## src/rtl/fast_cmd_encoder_if.sv

```systemverilog
// Fast-command encoder bus: request inputs plus serial line and status.
// master drives requests, slave is the encoder.
interface fast_cmd_encoder_if;
  logic        enable;
  logic        qie_reset_in;
  logic        wte_in;
  logic        ser_out;
  logic        frame_out;
  logic        busy;
  logic [7:0]  drop_cnt;
  logic [11:0] bc_cnt;

  modport master (
    output enable, qie_reset_in, wte_in,
    input  ser_out, frame_out, busy, drop_cnt, bc_cnt
  );

  modport slave (
    input  enable, qie_reset_in, wte_in,
    output ser_out, frame_out, busy, drop_cnt, bc_cnt
  );
endinterface

```

## src/rtl/fast_cmd_encoder.sv

```systemverilog
// Serialises QIE-reset / WTE requests into start+8b+parity frames
// with a forced idle gap, a drop counter and a bunch counter.
module fast_cmd_encoder #(
  parameter logic [7:0]  CMD_QRST = 8'hA5,
  parameter logic [7:0]  CMD_WTE  = 8'h3C,
  parameter int unsigned GAP      = 1
) (
  input logic clk,
  input logic reset_in,
  fast_cmd_encoder_if.slave bus
);

  typedef enum logic [1:0] {
    ST_IDLE,
    ST_START,
    ST_SHIFT,
    ST_GAP
  } state_t;

  localparam logic [3:0] GAP_W = 4'(GAP);

  state_t      state;
  logic [3:0]  cnt;
  logic [8:0]  sh;
  logic        ser;
  logic        frame;
  logic        busy;
  logic [7:0]  drop;
  logic [11:0] bc;

  logic q_r, q_p, w_r, w_p;
  logic pend_q, pend_w;

  logic q_cap, w_cap;
  logic launch, go;
  logic take_q, take_w;
  logic drop_q, drop_w;
  logic [1:0] n_drop;
  logic [8:0] drop_sum;
  logic [7:0] drop_nxt;

  assign q_cap = q_r & ~q_p & bus.enable;
  assign w_cap = w_r & ~w_p & bus.enable;

  // a frame may launch from IDLE or straight out of the last gap cycle
  assign launch = (state == ST_IDLE) ||
                  ((state == ST_GAP) && (cnt == GAP_W));
  assign go     = launch & (pend_q | pend_w);
  assign take_q = go & pend_q;
  assign take_w = go & ~pend_q & pend_w;

  assign drop_q   = q_cap & pend_q & ~take_q;
  assign drop_w   = w_cap & pend_w & ~take_w;
  assign n_drop   = {1'b0, drop_q} + {1'b0, drop_w};
  assign drop_sum = {1'b0, drop} + {7'b0, n_drop};
  assign drop_nxt = drop_sum[8] ? 8'hFF : drop_sum[7:0];

  always_ff @(posedge clk) begin
    if (!reset_in) begin
      state  <= ST_IDLE;
      cnt    <= '0;
      sh     <= '0;
      ser    <= 1'b0;
      frame  <= 1'b0;
      busy   <= 1'b0;
      drop   <= '0;
      bc     <= '0;
      pend_q <= 1'b0;
      pend_w <= 1'b0;
      // history follows the level so a held input is not an edge
      q_r    <= bus.qie_reset_in;
      q_p    <= bus.qie_reset_in;
      w_r    <= bus.wte_in;
      w_p    <= bus.wte_in;
    end else begin
      q_r    <= bus.qie_reset_in;
      q_p    <= q_r;
      w_r    <= bus.wte_in;
      w_p    <= w_r;
      pend_q <= (pend_q & ~take_q) | q_cap;
      pend_w <= (pend_w & ~take_w) | w_cap;
      drop   <= drop_nxt;
      bc     <= q_cap ? 12'd0 : bc + 12'd1;

      if (go) begin
        state <= ST_START;
        ser   <= 1'b1;
        frame <= 1'b1;
        busy  <= 1'b1;
        cnt   <= '0;
        sh    <= take_q ? {CMD_QRST, ^CMD_QRST}
                        : {CMD_WTE, ^CMD_WTE};
      end else begin
        unique case (state)
          ST_IDLE: begin
            ser   <= 1'b0;
            frame <= 1'b0;
            busy  <= 1'b0;
          end
          ST_START: begin
            state <= ST_SHIFT;
            ser   <= sh[8];
            sh    <= {sh[7:0], 1'b0};
            cnt   <= '0;
          end
          ST_SHIFT: begin
            if (cnt == 4'd8) begin
              state <= ST_GAP;
              ser   <= 1'b0;
              frame <= 1'b0;
              cnt   <= 4'd1;
            end else begin
              ser <= sh[8];
              sh  <= {sh[7:0], 1'b0};
              cnt <= cnt + 4'd1;
            end
          end
          ST_GAP: begin
            if (cnt == GAP_W) begin
              state <= ST_IDLE;
              busy  <= 1'b0;
            end else begin
              cnt <= cnt + 4'd1;
            end
          end
          default: state <= ST_IDLE;
        endcase
      end
    end
  end

  assign bus.ser_out   = ser;
  assign bus.frame_out = frame;
  assign bus.busy      = busy;
  assign bus.drop_cnt  = drop;
  assign bus.bc_cnt    = bc;

endmodule

```

## src/flat_wrapper.sv

```systemverilog
// flat-port wrapper written by rule: the top's interface ports become plain ports
module fast_cmd_encoder_flat 
#(
  parameter logic [7:0]  CMD_QRST = 8'hA5,
  parameter logic [7:0]  CMD_WTE  = 8'h3C,
  parameter int unsigned GAP      = 1
)
  (clk, reset_in, bus_enable, bus_qie_reset_in, bus_wte_in, bus_ser_out, bus_frame_out, bus_busy, bus_drop_cnt, bus_bc_cnt);
  fast_cmd_encoder_if bus_i ();
  input logic clk;
  input logic reset_in;
  input wire logic [$bits(bus_i.enable)-1:0] bus_enable;
  input wire logic [$bits(bus_i.qie_reset_in)-1:0] bus_qie_reset_in;
  input wire logic [$bits(bus_i.wte_in)-1:0] bus_wte_in;
  output wire logic [$bits(bus_i.ser_out)-1:0] bus_ser_out;
  output wire logic [$bits(bus_i.frame_out)-1:0] bus_frame_out;
  output wire logic [$bits(bus_i.busy)-1:0] bus_busy;
  output wire logic [$bits(bus_i.drop_cnt)-1:0] bus_drop_cnt;
  output wire logic [$bits(bus_i.bc_cnt)-1:0] bus_bc_cnt;
  assign bus_i.enable = bus_enable;
  assign bus_i.qie_reset_in = bus_qie_reset_in;
  assign bus_i.wte_in = bus_wte_in;
  assign bus_ser_out = bus_i.ser_out;
  assign bus_frame_out = bus_i.frame_out;
  assign bus_busy = bus_i.busy;
  assign bus_drop_cnt = bus_i.drop_cnt;
  assign bus_bc_cnt = bus_i.bc_cnt;
  fast_cmd_encoder #(.CMD_QRST(CMD_QRST), .CMD_WTE(CMD_WTE), .GAP(GAP)) u_core (.clk(clk), .reset_in(reset_in), .bus(bus_i));
endmodule
```

## config.mk

```make
export PLATFORM = sky130hd
export DESIGN_NAME = fast_cmd_encoder_flat
export DESIGN_NICKNAME = d
export VERILOG_FILES = /design/src/rtl/fast_cmd_encoder_if.sv /design/src/rtl/fast_cmd_encoder.sv /design/src/flat_wrapper.sv
export SDC_FILE = /design/constraint.sdc
export NUM_CORES = 1
export LEC_CHECK = 0
export CELL_PAD_IN_SITES_DETAIL_PLACEMENT = 0
export CELL_PAD_IN_SITES_GLOBAL_PLACEMENT = 1
export CORE_MARGIN = 4
export CORE_UTILIZATION = 40
export CTS_CLUSTER_DIAMETER = 30
export CTS_CLUSTER_SIZE = 24
export DETAILED_ROUTE_END_ITERATION = 12
export GPL_ROUTABILITY_DRIVEN = 1
export HOLD_SLACK_MARGIN = 0.03
export PLACE_DENSITY_LB_ADDON = 0.15
export SETUP_SLACK_MARGIN = 0.05
export SLEW_MARGIN = 30
export SYNTH_ARGS = -nofsm -noshare
export SYNTH_HDL_FRONTEND = slang
export SYNTH_SLANG_ARGS = --single-unit
```

## constraint.sdc

```tcl
create_clock -name clk -period 3.68 [get_ports clk]
set_input_delay 0.736 -clock clk [delete_from_list [all_inputs] [get_ports clk]]
set_output_delay 0.736 -clock clk [all_outputs]
set_load 0.05 [all_outputs]
```

==> metrics, run 1 <==
number of port buffers 27; dpl hpwl 2730 um; Iteration-0 DRC Markers 96; final net count 255; ANT nets after route 0; Total Routing Usage GR 0.133; grt ovf 0; FP Rows 25; H-Tree Depth 2; Core Footprint 4720 um2; syn_nets 226; wire per inst 12.3 um; Max-slew headroom 0.629; Period minus WS final 3020 ps; die area ~6000 um2; I/O pin total 28; Die W 77.7 um; Avg Cell Area, Syn ~9.3 um2; antenna violations before repair 0; Hold WS 464 ps; final WL between 3000 and 4000 um; Post-CTS Resized 0; number of buffers created by CTS 5; post-layout util 0.497; pwr dens 502 nW/um2; Total Power Consumption 1.18 mW; worst setup margin 663 ps; setup TNS 0 ps; Fmax 0.331 GHz; vias post-DR 1,537; period utilization 0.820; Post-synth EDFFs 0; synthesized flop and latch total 43; Max FO, Critical Path 5; pin count of the biggest net entering global routing 16; most common cell after layout, fill and taps aside dfxtp_1; worst-case clock buffer depth 2; skew final approximately 3 ps; starting density of the core 0.411; Setup WS pre-CTS 373 ps; Sink Count 43; prevailing post-synth register cell dfxtp_1; vias in the first global route 1,458; first-pass GRT wire length between 6000 and 7000 um; # diodes 0; outcome finished, final reports clean; Post-Syn Instances 209; Final Max Tran Viols 0; CP endpoint kind flip-flop; Clk pin slew, worst setup/hold paths 80 ps; proportion of netlist area held by the largest area contributor 0.444; RD Place Congestion 0.750; FILL cells around 470; Mapped Area 1940 um2; Crit Path Class in -> reg; Post-route DRC 0; layout cells sized above 1 0.0753; Via density 5.02; Worst-Skew Late Latency 290 ps; Critical Path Start Type input port; Hold Vio Cnt, Final 0; max-cap violations 0; LEAKAGE roughly 0.84 nW; YS warnings 0; most frequent cells in the layout dfxtp_1, clkdlybuf4s50_1, a21oi_1; flop2flop setup slack 710 ps; critical path arrival 3230 ps; drt first pass iters 4; sequential element share of the synthesized area 0.444; Layout area overhead 20.9%; Synth area leader dfxtp_1; Worst Tran Pin Value 556 ps; multi-input logic area 1000 um2; async set or reset register ratio after synthesis 0; Final Setup Violations 0; unrepaired setup endpoints after global routing false; register area 861 um2; Synth area leaders dfxtp_1, ha_1, a21oi_1; root buffer cell clkbuf_8; CTS Hold Bufs 0; post-CTS setup buffer count 0; synth unique cells 41; Die Ht 77.7 um; TritonCTS clock tree built; Hold Path Class reg -> reg; Peak VDD IR 0.000293 V; Worst EP required 3900 ps
[Yosys cell counts (all sizes together) (2+ instances only)]
master   n
nand4b   2
nand4    3
nor4     3
inv     11
dfxtp   43
nand3b   3
nor3b    2
and2     3
nand2   15
nand3   12
o22ai    2
xnor2    7
ha      11
nor3     3
nor2    14
o21ai    8
and3     3
mux2i    6
xor2     5
a31oi    4
clkbuf   3
buf      3
o211ai   3
mux2     2
a21oi   23
or2      4
[worst max-delay path, cell delays in order]
cell and delay, ps:
clkdlybuf4s50_1 490, nand3b_1 130, or2_2 330, fa_1 410
inv_1 90, ha_1 170, and3_1 240, nand3_1 110
or2_2 360, a21oi_1 150
[routing by layer]
layer,global-route usage,wire [um]
met4,0.0534,51
met2,0.192,1600
met3,0.0383,173
met1,0.184,1960
met5,0,0
[report_power, final]
part / switching [mW] / internal, mW / total, mW
Clock: 0.152 / 0.133 / 0.285
Combinational: 0.212 / 0.144 / 0.356
Sequential: 0.0309 / 0.505 / 0.536
[sequential cells by signal, indices dropped and copies added, names as in the netlist]
| name | cells |
|---|---|
| u_core.bus.bc_cnt | 12 |
| u_core.bus.busy | 1 |
| u_core.bus.drop_cnt | 8 |
| u_core.bus.frame_out | 1 |
| u_core.bus.ser_out | 1 |
| u_core.cnt | 4 |
| u_core.pend_q | 1 |
| u_core.pend_w | 1 |
| u_core.q_p | 1 |
| u_core.q_r | 1 |
| u_core.sh | 8 |
| u_core.state | 2 |
| u_core.w_p | 1 |
| u_core.w_r | 1 |
[through the flow]
| step | cell area [um2] | std cells |
|---|---|---|
| after floorplan | 1940 | 209 |
| after global placement | 2260 | 298 |
| after detailed placement | 2260 | 298 |
| after CTS | 2350 | 306 |
| after global routing | 2350 | 306 |
| final | 2350 | 306 |
[worst paths after layout]
| check | from | to | depth (start not counted) |
|---|---|---|---|
| setup reg to reg | u_core.state[1] | u_core.bus.drop_cnt[0] | 12 |
| hold reg to reg | u_core.sh[7] | u_core.sh[7] | 2 |
| setup / recovery | bus_enable | u_core.bus.drop_cnt[0] | 10 |
| hold / removal | u_core.sh[7] | u_core.sh[7] | 2 |
[layout make-up]
type                       count  share of cell area
clock buffer                   7              0.0325
timing repair buffer          28               0.118
clock inverter                 1             0.00213
inverter                      11              0.0176
sequential                    43               0.367
tap                           67              0.0357
multi-input combinational    149               0.427
[cell families after synthesis]
family,share of synthesized area
simple gates,0.204
flops,0.444
fa+ha+maj,0.0812
compound gates,0.134
buf+inv,0.0406
mux,0.0426
xor+xnor,0.0542
(Power assumes the default switching activity.)
==> run 2: changes to the inputs <==
==> constraint.sdc (replaced) <==
create_clock -name clk -period 2.81 [get_ports clk]
set_input_delay 0.562 -clock clk [delete_from_list [all_inputs] [get_ports clk]]
set_output_delay 0.562 -clock clk [all_outputs]
set_load 0.05 [all_outputs]
==> run 2 against run 1 <==
Net effect:
- largest power group unchanged
- total power grew 34%
- worst hold slack better by 8.5 ps
- critical path type is now reg -> reg
- register-to-register slack got worse by 500 ps
==> metrics, run 2 (synthesis gave the netlist of run 1 again) <==
final net count 264; post-CTS setup buffer count 0; layout cells sized above 1 0.157; Die W 77.7 um; Worst Path Buf+Inv 2; FP Rows 25; Via density 4.94; post-layout util 0.520; Worst EP required 3040 ps; Peak VDD IR 0.000397 V; Layout area overhead 26.5%; critical path cell sequence inv_1, ha_1, nor4bb_2, nor2_1, nand2_1, or2_2, fa_2, inv_2, ha_2, and3_4, nand3_2, or2_4, a21oi_2; Largest register FFs 12; number of buffers created by CTS 5; die area roughly 6000 um2; # diodes 0; Core Footprint between 4000 and 5000 um2; grt ovf 0; Worst Tran Pin Value 580 ps; Final Setup Violations 0; vias post-DR 1,555; Worst path max stage delay ~350 ps; Fmax 0.385 GHz; Iteration-0 DRC Markers 76; CP endpoint kind flip-flop; flop2flop setup slack 210 ps; switching pwr 527 uW; Comb pwr share 0.311; sw frac 0.335; Critical Path Start Type flip-flop; Final Max Tran Viols 0; R2R Path Start u_core.cnt[1]; ANT nets after route 0; Max FO, Critical Path 5; met2 GRT Util 0.225; WHS Path Cells 2; max-cap violations 0; unrepaired setup endpoints after global routing true; number of port buffers 27; I/O pin total 28; Flop pwr share 0.448; dpl hpwl 2870 um; clock power share 0.241; Worst-Skew Late Latency roughly 290 ps; RD Place Congestion 0.747; Post-CTS Resized 0; Sink Count 43; root buffer cell clkbuf_8; FILL cells 445; CP max stage cell fa_2; outcome finished, final reports clean; Die Ht 77.7 um; TritonCTS clock tree built; skew final 6.33 ps; Critical R2R Capture u_core.bus.drop_cnt[1]; critical path arrival 2820 ps; Total Routing Usage GR 0.148; pin count of the biggest net entering global routing 16; Hold Path Class reg -> reg; met3 Track Usage GR 0.0348; Total Power Consumption 1.57 mW; LEAKAGE 0.884 nW; worst-case clock buffer depth 2; Hold WS approximately 470 ps; Period minus WS final 2600 ps; period utilization 0.924; wire per inst roughly 13 um; pwr dens 640 nW/um2; cell family with most CP delay simple AND/OR/NAND/NOR gates; HP Start u_core.sh[7]; final WL 3980 um; drt first pass iters 6; setup TNS 0 ps; vias in the first global route 1,584; Clk pin slew, worst setup/hold paths 80 ps; Hold Vio Cnt, Final 0; antenna violations before repair 0; Power Internal 1.04 mW; hold worst-path end u_core.sh[7]; starting density of the core 0.411; Max-slew headroom 0.613; met1 Usage GRT 0.204; first-pass GRT wire length around 7300 um; gr busiest metal met2; Post-route DRC 0; H-Tree Depth 2; most frequent cells in the layout dfxtp_1, clkdlybuf4s50_1, a21oi_1; Reg2Reg Depth 13; CTS Hold Bufs 0; most common cell after layout, fill and taps aside dfxtp_1; Crit Path Class reg -> reg
## run 2: cell types whose count changed in the layout (fill, tap and decap cells not counted), sizes merged
| cell | change |
|---|---|
| buf | +9 |
## run 2: worst max path at each step
stage          cells past startpoint  slack, ps                      to           from
2_1_floorplan                     14         60  u_core.bus.drop_cnt[0]  u_core.cnt[1]
4_1_cts                           13         60  u_core.bus.drop_cnt[0]  u_core.cnt[1]
3_5_place_dp                      10       -150  u_core.bus.drop_cnt[1]     bus_enable
3_3_place_gp                      10        -80  u_core.bus.drop_cnt[0]     bus_enable
6_report                          13        210  u_core.bus.drop_cnt[1]  u_core.cnt[1]
5_1_grt                           13         30  u_core.bus.drop_cnt[1]  u_core.cnt[1]
## run 2: area by class of cell
class	instances	area, um2	share of cell area
flip-flops and latches	43	865	0.352
inverters	11	41.3	0.0168
clock buffers	7	76.3	0.0311
clock inverters	1	5.00	0.00204
multi-input cells	149	1040	0.423
well taps	67	83.8	0.0341
repair buffers	37	345	0.141
## run 2: per-stage QoR
step | worst slack [ps] | cell area (um2) | instances
2_1_floorplan | 63.5 | 1950 | 209
3_3_place_gp | -84.6 | 2340 | 307
3_5_place_dp | -146 | 2340 | 307
4_1_cts | 63.4 | 2420 | 315
5_1_grt | 25.5 | 2450 | 315
6_report | 214 | 2450 | 315
## run 2: power groups by stage
| stage | clock network, mW | registers [mW] | logic, mW |
|---|---|---|---|
| after global placement | 0 | 0.713 | 0.489 |
| after CTS | 0.390 | 0.702 | 0.493 |
| final | 0.379 | 0.703 | 0.489 |
| after floorplan | 0 | 0.742 | 0.349 |
| after detailed placement | 0 | 0.715 | 0.491 |
| after global routing | 0.417 | 0.714 | 0.551 |
## run 2: layer usage
metal / vias to the layer above / wire, um
li1: 802 / -
met1: 727 / 2060
met2: 21 / 1740
met3: 5 / 124
met4: 0 / 51
met5: - / 0
## run 2: worst min-delay path: stages, from the launching register on
cell     delay, ps
dfxtp_1        320
nand2_1         50
a21oi_1         60
==> run 3: changes to the inputs <==
--- a/config.mk
+++ b/config.mk
@@ -5,6 +5,7 @@
 export SDC_FILE = /design/constraint.sdc
 export NUM_CORES = 1
 export LEC_CHECK = 0
+export CAP_MARGIN = 15
 export CELL_PAD_IN_SITES_DETAIL_PLACEMENT = 0
 export CELL_PAD_IN_SITES_GLOBAL_PLACEMENT = 1
 export CORE_MARGIN = 4
==> results of run 3 <==
The final DEF is identical to that of run 2; final timing and power are the same.
==> RTL edit (flow settings as in run 3) <==
Re-encode `state_t` (4 states) as one-hot, 4 bits wide.
--- a/src/rtl/fast_cmd_encoder.sv
+++ b/src/rtl/fast_cmd_encoder.sv
@@ -10,11 +10,11 @@
   fast_cmd_encoder_if.slave bus
 );
 
-  typedef enum logic [1:0] {
-    ST_IDLE,
-    ST_START,
-    ST_SHIFT,
-    ST_GAP
+  typedef enum logic [3:0] {
+    ST_IDLE  = 4'b0001,
+    ST_START = 4'b0010,
+    ST_SHIFT = 4'b0100,
+    ST_GAP   = 4'b1000
   } state_t;
 
   localparam logic [3:0] GAP_W = 4'(GAP);
Function: no difference found for any inputs over 10 cycles, from zero or initial values and one cycle with reset_in low; not proved beyond that.
==> RTL edit against run 3 <==
  * Routed wire length grew 0.68%
  * Sequential share of layout area grew 0.14 points
  * Worst setup slack gained 0.035 ns
  * Non-clock buffer count grew 2
  * Synthesized area grew 7.3%
  * Die area grew 6.5%
  * Global-route usage shrank 0.99 points
  * Design area grew 3.9%
  * Sequential cell count grew 2
Power is not compared: it rests on default switching activity, and its combinational part moved more than twofold at a synthesized area within 25%.
==> RTL edit: results (changes against run 3) <==
stage,metric,value,unit,change
setup_path,cp.arrival,2.72,ns,was 2.82 ns
global_route,grtUsageMet3,0.03700,,was 0.03480
global_route,grt_max_degree,15,,was 16
timing,worst_hold_slack,0.4662,ns,was 0.4728 ns
hold_path,min_to,u_core.bus.bc_cnt[0],,was u_core.sh[7]
place,hpwlAfterDp,2.990,mm,was 2.865 mm
drt,first_pass_iters,4,,was 6
timing,tightest_slew,0.5054,ns,was 0.5800 ns
logic_synthesis,synthTopCellsByCount,"dfxtp_1, nor2_1, nand2_1",,"was dfxtp_1, a21oi_1, nand2_1, nor2_1"
hold_path,min_path_cells,1,,was 2
logic_synthesis,seq_area_frac_synth,0.4327,,was 0.4436
global_route,grt_pass1_vias,1521,,was 1584
setup_path,r2r_slack,0.25,ns,was 0.21 ns
global_route,grt_usage,0.1385,,was 0.1484
place,place_congestion,0.7402,,was 0.7468
global_route,grt_pass1_wl,7.079,mm,was 7.293 mm
drt,routed-wl-met2,1.725,mm,was 1.739 mm
logic_synthesis,synth_area_leaders,"dfxtp_1, xor2_1, nor4b_4",,"was dfxtp_1, ha_1, a21oi_1"
setup_path,crit_slowest_cell,dfxtp_2,,was fa_2
drt,drt_iter0_drc,64,,was 76
logic_synthesis,synth_cell_type_count,53,,was 41
setup_path,reg2reg_to,u_core.bus.drop_cnt[6],,was u_core.bus.drop_cnt[1]
run_status,outcome,"finished, final reports clean",,unchanged
drt,num_vias,1594,,was 1555
logic_synthesis,syn-num-nets,225,,was 226
global_route,grt_use_met1,0.1866,,was 0.2045
layout,nNetsFinal,260,,was 264
timing,fin_skew,0.004897,ns,was 0.006332 ns
==> RTL edit: cell count changes after synthesis, sizes merged, moves of 3 or more <==
| cell | delta |
|---|---|
| inv | -4 |
| buf | +4 |
| nor2 | +7 |
| o21ai | +5 |
| nand3 | -5 |
| xor2 | +4 |
| mux2i | -5 |
| and2 | -3 |
| a21oi | -10 |
| nor4b | +5 |
| nor2b | +3 |
| ha | -6 |
==> RTL edit: final cells by class <==
type	count	area [um^2]
flip-flops and latches	45	902.1
repair buffers	39	360.3
multi-input cells	151	1092
inverters	7	26.28
well taps	67	83.83
clock buffers	7	86.33
fillers	470	2328
==> RTL edit: power by group <==
| group | total [W] | internal (W) | switching (W) |
|---|---|---|---|
| Sequential | 0.000664 | 0.000654 | 0.0000106 |
| Clock | 0.000399 | 0.000195 | 0.000204 |
| Combinational | 0.000106 | 0.0000431 | 0.0000631 |
==> RTL edit: logic make-up (layout without fill, tap and decap cells) <==
| kind of cell | count (synthesis) | in the layout | synth area share |
|---|---|---|---|
| multiplexers | 3 | 3 | 0.01562 |
| flip-flops | 45 | 45 | 0.4327 |
| AND/OR/NAND/NOR | 81 | 81 | 0.2404 |
| AO/OA/AOI/OAI | 47 | 47 | 0.1623 |
| buffers and inverters | 18 | 53 | 0.05048 |
| XOR/XNOR | 14 | 14 | 0.05890 |
| adder cells (fa/ha/maj) | 6 | 6 | 0.03966 |
==> RTL edit: through the flow <==
stage | setup WS [ns] | cells | cell area (um^2)
finish | 0.2499 | 316 | 2551
floorplan | 0.08552 | 214 | 2083
detailed placement | -0.09123 | 309 | 2447
global placement | -0.03854 | 309 | 2447
global route | 0.08158 | 316 | 2551
CTS | 0.08645 | 316 | 2534
